**config.mk**
```make
export PLATFORM = sky130hd
export DESIGN_NAME = pipe_skid_reg
export DESIGN_NICKNAME = d
export VERILOG_FILES = /design/src/rtl/pipe_skid_reg.sv
export SDC_FILE = /design/constraint.sdc
export NUM_CORES = 1
export LEC_CHECK = 0
export ABC_CLOCK_PERIOD_IN_PS = 2900
export CELL_PAD_IN_SITES_DETAIL_PLACEMENT = 0
export CELL_PAD_IN_SITES_GLOBAL_PLACEMENT = 1
export CORE_MARGIN = 8
export CORE_UTILIZATION = 41
export DETAILED_ROUTE_END_ITERATION = 16
export GPL_ROUTABILITY_DRIVEN = 1
export GPL_TIMING_DRIVEN = 0
export HOLD_SLACK_MARGIN = 0.1
export PLACE_DENSITY = 0.82
export SLEW_MARGIN = 10
export SYNTH_ARGS = -nofsm -noshare
export SYNTH_HDL_FRONTEND = slang
export SYNTH_SLANG_ARGS = --single-unit
export TNS_END_PERCENT = 5
```
**constraint.sdc**
```tcl
create_clock -name clk -period 2.9 [get_ports clk]
set_input_delay 0.58 -clock clk [delete_from_list [all_inputs] [get_ports clk]]
set_output_delay 0.58 -clock clk [all_outputs]
set_load 0.005 [all_outputs]
```
**src/rtl/pipe_skid_reg.sv**
```systemverilog
// pipe_skid_reg: two-entry registered pipeline slice with valid/ready on both sides.
// Every output comes from a register, so no input reaches an output combinationally.
module pipe_skid_reg #(
    parameter int WIDTH = 16
) (
    input  logic             clk,
    input  logic             reset,
    input  logic [WIDTH-1:0] in_data,
    input  logic             in_valid,
    output logic             in_ready,
    output logic [WIDTH-1:0] out_data,
    output logic             out_valid,
    input  logic             out_ready,
    output logic [1:0]       count
);
    typedef enum logic [1:0] {EMPTY = 2'd0, ONE = 2'd1, FULL = 2'd2} state_t;
    state_t           state, next_state;
    logic [WIDTH-1:0] main, skid;
    logic             acc, take;
    assign acc  = in_valid && in_ready;
    assign take = out_valid && out_ready;
    always_ff @(posedge clk or negedge reset) begin
        if (!reset) begin
            state    <= EMPTY;
            main     <= '0;
            skid     <= '0;
            in_ready <= 1'b0;
        end else begin
            state    <= next_state;
            in_ready <= next_state != FULL;
            // main takes the new word when it would otherwise go empty; refills from skid when draining FULL
            if ((state == EMPTY && acc) || (state == ONE && acc && take))
                main <= in_data;
            else if (state == FULL && take)
                main <= skid;
            if (state == ONE && acc && !take)
                skid <= in_data;
        end
    end
    always_comb begin
        next_state = state == EMPTY ? (acc ? ONE : EMPTY)
                   : state == ONE   ? (acc && !take ? FULL : (!acc && take ? EMPTY : ONE))
                   :                  (take ? ONE : FULL);
    end
    always_comb begin
        out_valid = state != EMPTY;
        count     = state;
        out_data  = main;
    end
endmodule

```
Word-level counts from Yosys, hierarchy flattened. Cells that the tools add are included.

Logic and storage cells: 30. Register bits after elaboration: 35. Bits of input ports: 20. Output and inout port bits: 20.

Reductions and logical operators: 15. Equality and inequality tests: 3. Mux-type cells: 8.

Operator list (count): $mux 16 (2); $logic_and 1x1->1 (9); $mux 2 (4); $reduce_bool 2->1 (2); $eq 2x1->1 const B (1); $eq 2x2->1 const B (1); $logic_not 1->1 (2); $logic_not 2->1 (1); $mux 1 (2); $ne 2x2->1 const B (1); $logic_or 1x1->1 (1).

Depth between registers and ports, before layout.
Word-level depth: 8. Mapped depth: 6. Gate-level depth less buffers: 5.

Worst setup path before layout. Ideal clock, no wire load.

Path type: register to register. Start point: register state[1], in the netlist count[1]. End point: register state[0], in the netlist count[0]. Period minus slack after synthesis: 1.735 ns. Library setup time: 0.119 ns. Stages on the path, launching flop included: 7. Path slack: 1.165 ns. Data required time: 2.781 ns. Arrival time: 1.616 ns. Buffers on the path: 1. Path through: dfrtp_1 > clkbuf_1 > or2_2 > nand2_1 > ha_1 > mux2_2 > o21a_1.

Word-level cells in the longest chain between the ends: 7. Elaborated cells between the ends (all ways): 12. Classes of those cells: eq/ne: 1; mux: 5; reduce/logical: 6.

RTL lines: start, declared (line 17) `state_t state, next_state;`; start signal, assigned (line 29) `state <= next_state;`; $reduce_bool 2->1 * (line 46) `out_valid = state != EMPTY;`; via out_valid (line 12) `output logic out_valid,`; $logic_and 1x1->1 * (line 21) `assign take = out_valid && out_ready;`; $logic_and 1x1->1 / $logic_not 1->1 (equally long branches) (line 42) `: state == ONE ? (acc && !take ? FULL : (!acc && take ? EMPTY : ONE))`; $mux 1 / $logic_and 1x1->1 (equally long branches) (line 42); $mux 2 (line 42); $mux 2 * (line 42); $mux 2 * (line 41) `next_state = state == EMPTY ? (acc ? ONE : EMPTY)`; via next_state[0] (line 17).

The timed path passes the listed nets; every way through them passes the cells marked *. A chain may end at the register's enable or synchronous reset.

Worst setup path in the final report.
Start point: register state[1], in the netlist count[1]. End point: output out_valid.

Word-level cells in the longest chain between the ends: 1.

RTL lines (line): $reduce_bool 2->1 (46); end, declared (12).

Every way passes these cells.

==> impl_metrics.csv <==
group,metric,value,unit
status,status,"finished clean",
cells_and_area,multiInputGateArea,613.1,um2
route,vias,1246,
timing,hold_viol_final,0,
timing,setup_tns,0,ns
timing,max_slew_margin,47.08,%
synth,yosys.area.top_type,"dfrtp_1",
pwr,leakage,0.001103,uW
worst_setup_path,crit_type,"reg -> out",
timing,rsz0062_at_grt,"false",
cells_and_area,drive_gt1_share,18.82,%
clocking,cts_resized,0,
placed_design,place_hpwl,2761,um
cells_and_area,area_growth,32.96,%
synth,yosysTopAreaCellShare,52.32,%
timing,period_share,82.09,%
timing,finalSetupViolCount,0,
floorplan,die_h,79.90,um
timing,worst_slew_pin_slew,0.7938,ns
timing,fmax,420.0,MHz
synth,synthTopCellsByArea,"dfrtp_1 52%, mux2_2 11%, a222oi_1 9.6%",
global_routing,grt-ovfl-total,0,
route,drt-initial-drc-count,142,
timing,period_minus_slack,2.381,ns
synth,async_flop_share,100.0,%
clocking,clock_path_buffers,2,
global_routing,grt_max_degree,36,
cells_and_area,nFillCells,329,
clocking,htree_levels,2,
floorplan,die_w,79.90,um
route,antenna_left,0,
worst_setup_path,cp.required,2.32,ns
synth,yosysSeqAreaShare,52.32,%
placed_design,dpl_cell_area,0.002122,mm2
synth,synth_area,0.001674,mm2
placed_design,gp_congestion,0.7394,
global_routing,grt_use_total,13.29,%
route,drc,0,
synth,syn_inst,139,
global_routing,grt_pass1_wl,6499,um
pwr,power_density,1050,mW/mm2
global_routing,grt_pass1_vias,1316,
clocking,cts_tree,"yes",
cells_and_area,nNetsFinal,206,
floorplan,rows,23,
min_path,hp-class,"in -> async",
worst_setup_path,cp.arrival,1.80,ns
floorplan,initial_core_util,42.16,%
timing,skew,0.01140,ns
worst_setup_path,worstSetupStartpointType,"flop",
placed_design,port_buffers,39,
synth,syn_nets,160,
run,max_cap_viol_count,0,
clocking,cts_hold_buf,0,
synth,ys_seq_elements,35,
route,wl,3982,um
floorplan,dieArea,0.006384,mm2
synth,synth_warnings,0,
clocking,numClockSinks,35,
route,wl_per_cell,16.87,um
floorplan,ios,40,
clocking,postCtsSetupBuffers,0,
worst_setup_path,path_max_fanout,10,
route,viasPerCell,5.280,
worst_setup_path,endpoint_kind,"output port",
clocking,cts_buffers,5,
cells_and_area,fin_area,0.002226,mm2
route,first_pass_iters,5,
clocking,insertion_delay,0.29,ns
cells_and_area,final-seq-area,875.8,um2
pwr,peakVddDrop,0.0005596,V
synth,synth_enable_flop_cells,0,
synth,synthFlopType,"dfrtp_1",
synth,yosys.cell_types.count,20,
clocking,path_clk_slew,0.08,ns
pwr,p_total,2337,uW
floorplan,core_area,0.003971,mm2
timing,slew_violations,0,
cells_and_area,antenna_cells,0,
clocking,cts_root_buffer,"clkbuf_8",
cells_and_area,final_util,56.05,%
synth,avgSynthCellArea,12.04,um2
global_routing,grt_antenna_before_repair,0,
flip-flops by register name, indices dropped and copies added, names as in the netlist:
signal,cells
out_data,16
skid,16
count,2
in_ready,1
layout by cell type (no fill, tap or decap), drive strengths merged:
cell type and instances:
or2 1, mux2i 16, nor2b 1, nand2b 2
o21a 2, ha 1, nand2 2, buf 6
clkinvlp 1, clkdlybuf4s50 38, and2 1, mux2 17
clkbuf 10, or2b 1, inv 32, nand3b 2
dfrtp 35, a222oi 16, nor2 1, a21oi 1
Yosys cell counts, types with 2 or more instances:
| cell | instances |
|---|---|
| nand2_1 | 2 |
| dfrtp_1 | 35 |
| nand3b_1 | 2 |
| nand2b_1 | 2 |
| buf_6 | 4 |
| a222oi_1 | 16 |
| inv_1 | 32 |
| o21a_1 | 2 |
| mux2i_1 | 16 |
| mux2_2 | 17 |
| clkbuf_1 | 2 |
per-stage QoR:
step | setup WS [ns] | hold WS [ns] | instances
floorplan | 1.165 | 0.2844 | 139
global placement | 0.5414 | 0.4879 | 228
detailed placement | 0.5568 | 0.4941 | 228
CTS | 0.4912 | 0.3808 | 236
global route | 0.4454 | 0.4106 | 236
finish | 0.5193 | 0.3638 | 236
metal layers:
layer / vias up / track usage (%) / part of all wire, %
met3: 4 / 6.869 / 8.4
li1: 579 / - / -
met4: 0 / 5.455 / 0.78
met1: 625 / 14.93 / 43
met2: 38 / 20.70 / 47
met5: - / 0 / 0
report_power, final:
| group | switching [uW] | internal, uW | total (uW) |
|---|---|---|---|
| registers | 164 | 734 | 898 |
| logic | 417 | 622 | 1040 |
| clock network | 184 | 216 | 400 |
cell type report:
type	count	share of cell area, %
flip-flops and latches	35	39.35
well taps	50	2.811
inverters	32	5.396
clock buffers	7	4.328
repair buffers	39	17.31
clock inverters	1	0.3373
multi-input cells	64	27.54
plain buffers	8	2.923
worst max-delay path: stages, from the launching register on:
cell,delay [ns]
dfrtp_1,0.40
clkbuf_1,0.39
or2_2,0.21
clkdlybuf4s50_1,0.51
final timing paths:
check | startpoint | end | slack, ns | cells past startpoint
min in group clk | skid[8]$_DFFE_PN0P_ | skid[8]$_DFFE_PN0P_ | 0.51 | 1
hold / removal | reset | out_data[6]$_DFFE_PN0P_ | 0.36 | 1
max in group asynchronous | reset | skid[0]$_DFFE_PN0P_ | 2.03 | 1
setup / recovery | count[1]$_DFF_PN0_ | out_valid | 0.52 | 3
hold reg to reg | skid[8]$_DFFE_PN0P_ | skid[8]$_DFFE_PN0P_ | 0.51 | 1
setup reg to reg | count[1]$_DFF_PN0_ | count[0]$_DFF_PN0_ | 0.98 | 6
cells by family (layout without fill, tap and decap cells):
logic type,after synthesis,count (layout),share of synthesized area (%)
and+or+nand+nor,11,11,4.111
muxes,33,33,21.00
buffers and inverters,40,87,11.06
AOI/OAI and AO/OA,19,19,10.76
adders and majority gates,1,1,0.7473
DFF,35,35,52.32
Note: power is estimated with default switching activity, not from simulation.
